===== src/rtl/dp_scram.sv =====
// dp_scram: simple dual-port RAM with one write port and one read port.
// The read port is synchronous, enable-gated and read-before-write.
module dp_scram #(
   parameter int DWIDTH = 16,
   parameter int AWIDTH = 6
) (
   input  logic              clk,
   input  logic              areset_n,
   input  logic [AWIDTH-1:0] addr0,
   input  logic [DWIDTH-1:0] data0,
   input  logic              we0,
   input  logic [AWIDTH-1:0] addr1,
   input  logic              re1,
   output logic [DWIDTH-1:0] q1
);

   localparam int DEPTH = 2 ** AWIDTH;

   logic [DWIDTH-1:0] mem_q [DEPTH];
   logic [DWIDTH-1:0] q1_q;
   logic [DWIDTH-1:0] q1_d;

   // Storage is never reset so the array maps onto plain RAM
   always_ff @(posedge clk) begin
      if (we0) begin
         mem_q[addr0] <= data0;
      end
   end

   always_comb begin
      q1_d = q1_q;
      if (re1) begin
         q1_d = mem_q[addr1];
      end
   end

   // Same-edge write lands after this sample, giving the old word
   always_ff @(posedge clk or negedge areset_n) begin
      if (!areset_n) begin
         q1_q <= '0;
      end else begin
         q1_q <= q1_d;
      end
   end

   assign q1 = q1_q;

endmodule


===== config.mk =====
export PLATFORM = sky130hd
export DESIGN_NAME = dp_scram
export DESIGN_NICKNAME = d
export VERILOG_FILES = /design/src/rtl/dp_scram.sv
export SDC_FILE = /design/constraint.sdc
export NUM_CORES = 1
export LEC_CHECK = 0
export CORE_MARGIN = 3
export CORE_UTILIZATION = 40
export DETAILED_ROUTE_END_ITERATION = 8
export PLACE_DENSITY_LB_ADDON = 0.15
export SLEW_MARGIN = 20
export SYNTH_ARGS = -nofsm -noshare
export SYNTH_HDL_FRONTEND = slang
export SYNTH_SLANG_ARGS = --single-unit
export TNS_END_PERCENT = 30

===== constraint.sdc =====
create_clock -name clk -period 3.86 [get_ports clk]
set_input_delay 1.158 -clock clk [delete_from_list [all_inputs] [get_ports clk]]
set_output_delay 1.158 -clock clk [all_outputs]
set_load 0.1 [all_outputs]

==> qor.csv <==
stage;metric;value;unit
clock_tree;clk_lat worst skew;0.68;ns
clock_tree;# resized after CTS;0;
yosys;Seq cells post-synth;1040;
layout;Final #Nets;2172;
route;final antenna-violating net count;0;
layout;share of layout cells above drive strength 1;28.69;%
critical_path;Data arrival, critical path;4.02;ns
placement;Detailed Place HPWL;63760;µm
power_and_ir_drop;Clock power frac;41.8;%
sta;setup violators final;0;
yosys;Netlist Area Pre-Place;0.03993;mm²
route;DRC;0;
sta;worst relative slew slack;38.29;%
clock_tree;post-CTS setup buffer count;0;
yosys;Avg Synthesized Cell Area;21.05;µm²
yosys;Post-synth EDFFs;1024;
layout;area grow syn2layout;16.75;%
critical_path;Crit. End Element;flip-flop;
power_and_ir_drop;pwr dens;517.8;mW/mm²
die;num rows;115;
die;die area;0.1036;mm²
die;Initial Utilization;40.45;%
grt;All-Layer GR Usage;19.77;%
route;DR WL/cell;29.03;µm
sta;WHS;0.4515;ns
yosys;sequential element share of the synthesized area;78.02;%
critical_path;startpoint types;input port;
die;die height;321.9;µm
yosys;synthesized net count;1929;
placement;Final Wtd Congestion;0.8285;
power_and_ir_drop;sequential power share;52.1;%
clock_tree;CTS tree;done;
clock_tree;clk buf depth;3;
power_and_ir_drop;Comb pwr share;6.1;%
critical_path;Worst Path Max Fanout;15;
route;DRT iter0 DRCs;1800;
sta;post-route minimum period;3.493;ns
sta;clock skew;0.02383;ns
route;DR vias;19750;
run_status;status;complete, no violations;
critical_path;Worst R2R Path Depth;5;
grt;global-route wire length before repair;146600;µm
die;I/O pin cnt;48;
die;Die W;321.9;µm
power_and_ir_drop;Peak VDD IR;0.4154;mV
power_and_ir_drop;Power Total;24.14;mW
sta;final hold vios;0;
grt;largest net degree at the start of global routing;65;
die;core area;0.09871;mm²
clock_tree;Num CTS Buffers;110;
power_and_ir_drop;Pint;18.91;mW
route;drt first pass iters;6;
grt;vias in the first global route;19960;
critical_path;WS Path Type;input port to flip-flop;
grt;antenna violations before repair;4;
critical_path;Critical Path RT;4.39;ns
yosys;synth unique cells;33;
route;Routed Wire Length;102200;µm
placement;Port Buf Inserts;47;
yosys;Syn Inst Count;1897;
sta;fin crit share;90.50;%
yosys;Synth Flop Type;edfxtp_1;
sta;max-slew violation count;0;
sta;FMAX;286.3;MHz
clock_tree;Clock Sink Count;1040;
sta;Worst-Margin Slew;0.9257;ns
clock_tree;Clock Tree Root;clkbuf_16;
grt;Overflow after GRT;0;
critical_path;reg2reg setup slack;1.55;ns
run;number of max-cap violations;0;
power_and_ir_drop;sw power;5.231;mW
power_and_ir_drop;leakage;15.18;nW
route;routed vias/inst;5.613;
clock_tree;Hold Buf Count CTS;0;
layout;most common cell after layout, fill and taps aside;edfxtp_1;
layout;leading cell types in the layout, fill and taps excluded;edfxtp_1 (1,024), mux4_2 (192), buf_4 (176), clkbuf_16 (113), mux2i_1 (112);
yosys;asr flop ratio synth;1.538;%
clock_tree;H-tree depth;3;
hold_path;Hold/Removal Path Class;input port to asynchronous set/reset pin;
clock_tree;clock transition at the registers of the reported paths;0.06;ns
sta;RSZ-0062 raised after global routing;no;
power_and_ir_drop;Sw Ratio;21.67;%
yosys;YS warnings;0;
==> stage by stage <==
| step | instance area [µm²] | setup TNS, ns | setup slack [ns] | util, % | instances |
|---|---|---|---|---|---|
| 6_report | 46610 | 0 | 0.3668 | 47.22 | 3519 |
| 5_1_grt | 46610 | 0 | 0.4740 | 47.22 | 3518 |
| 4_1_cts | 46620 | 0 | 0.4783 | 47.23 | 3518 |
| 3_5_place_dp | 43150 | -0.2484 | -0.2484 | 43.71 | 3315 |
| 3_3_place_gp | 43130 | -0.2854 | -0.2230 | 43.70 | 3314 |
| 2_1_floorplan | 39930 | 0 | 0.4797 | - | 1897 |
==> power groups by stage <==
stage	sequential, mW	combinational [mW]	clock, mW
final	12.6	1.47	10.1
after global routing	12.6	1.56	10.8
after CTS	12.6	1.49	10.3
after detailed placement	12.8	1.49	0
after global placement	12.8	1.47	0
after floorplan	12.9	0.627	0
==> layout make-up <==
type	instances	area, µm²
diodes	1	2.502
clock buffers	138	2942
clock inverters	65	525.5
fillers	8212	52090
multi-input cells	752	8257
flip-flops and latches	1040	31150
well taps	1287	1610
repair buffers	236	2127
==> registers in the layout, summed over array words and instances (netlist names) <==
register	cells
q1	16
mem_q	1024
==> critical path, stage by stage <==
cell	delay [ns]
clkdlybuf4s50_1	0.69
nor2b_2	0.38
buf_4	0.22
buf_4	0.21
a22oi_1	0.37
nand2_1	0.22
a21oi_1	0.65
nand2_1	0.10
==> Yosys cell counts, types with 2 or more instances <==
library cell	n	area share [%]
edfxtp_1	1024	77
mux4_2	192	11
mux2i_1	112	2.8
nor2_1	86	0.81
a22oi_1	79	1.5
o22ai_1	63	0.99
clkbuf_1	50	0.47
a21oi_1	48	0.60
mux2_2	46	1.3
nand2_1	40	0.38
buf_2	36	0.45
nand3_1	23	0.29
nor2b_1	22	0.34
nor3_1	18	0.23
buf_6	16	0.45
dfrtp_1	16	1.0
nand2b_1	4	0.063
buf_4	2	0.038
mux2_1	2	0.056
nand3b_1	2	0.038
nand4b_1	2	0.044
nor3b_2	2	0.063
or3_1	2	0.031
==> final timing paths <==
check / from / to
max in group asynchronous: areset_n / q1[12]$_DFFE_PN0P_
worst max register to register: mem_q[15][0]$_DFFE_PP_ / q1[0]$_DFFE_PN0P_
worst max-delay path: addr1[1] / q1[0]$_DFFE_PN0P_
worst min-delay path: areset_n / q1[6]$_DFFE_PN0P_
worst min register to register: q1[6]$_DFFE_PN0P_ / q1[6]$_DFFE_PN0P_
min in group clk: q1[6]$_DFFE_PN0P_ / q1[6]$_DFFE_PN0P_
==> routing by layer <==
metal  vias to the layer above  routed length (µm)  track usage (%)
li1                       8383                   -                -
met1                     10670               47770            30.10
met2                       570               46590            29.88
met3                       131                5224            2.997
met4                         2                2567            5.352
met5                         -                  13                0
==> cells by family (layout without fill, tap and decap cells) <==
kind of cell	Yosys count	after routing	share of synthesized area [%]
buffers and inverters	105	439	1.420
muxes	352	352	14.99
and+or+nand+nor	209	209	2.473
other	0	1	0
AOI/OAI and AO/OA	191	191	3.096
DFF	1040	1040	78.02
(Power assumes the default switching activity.)
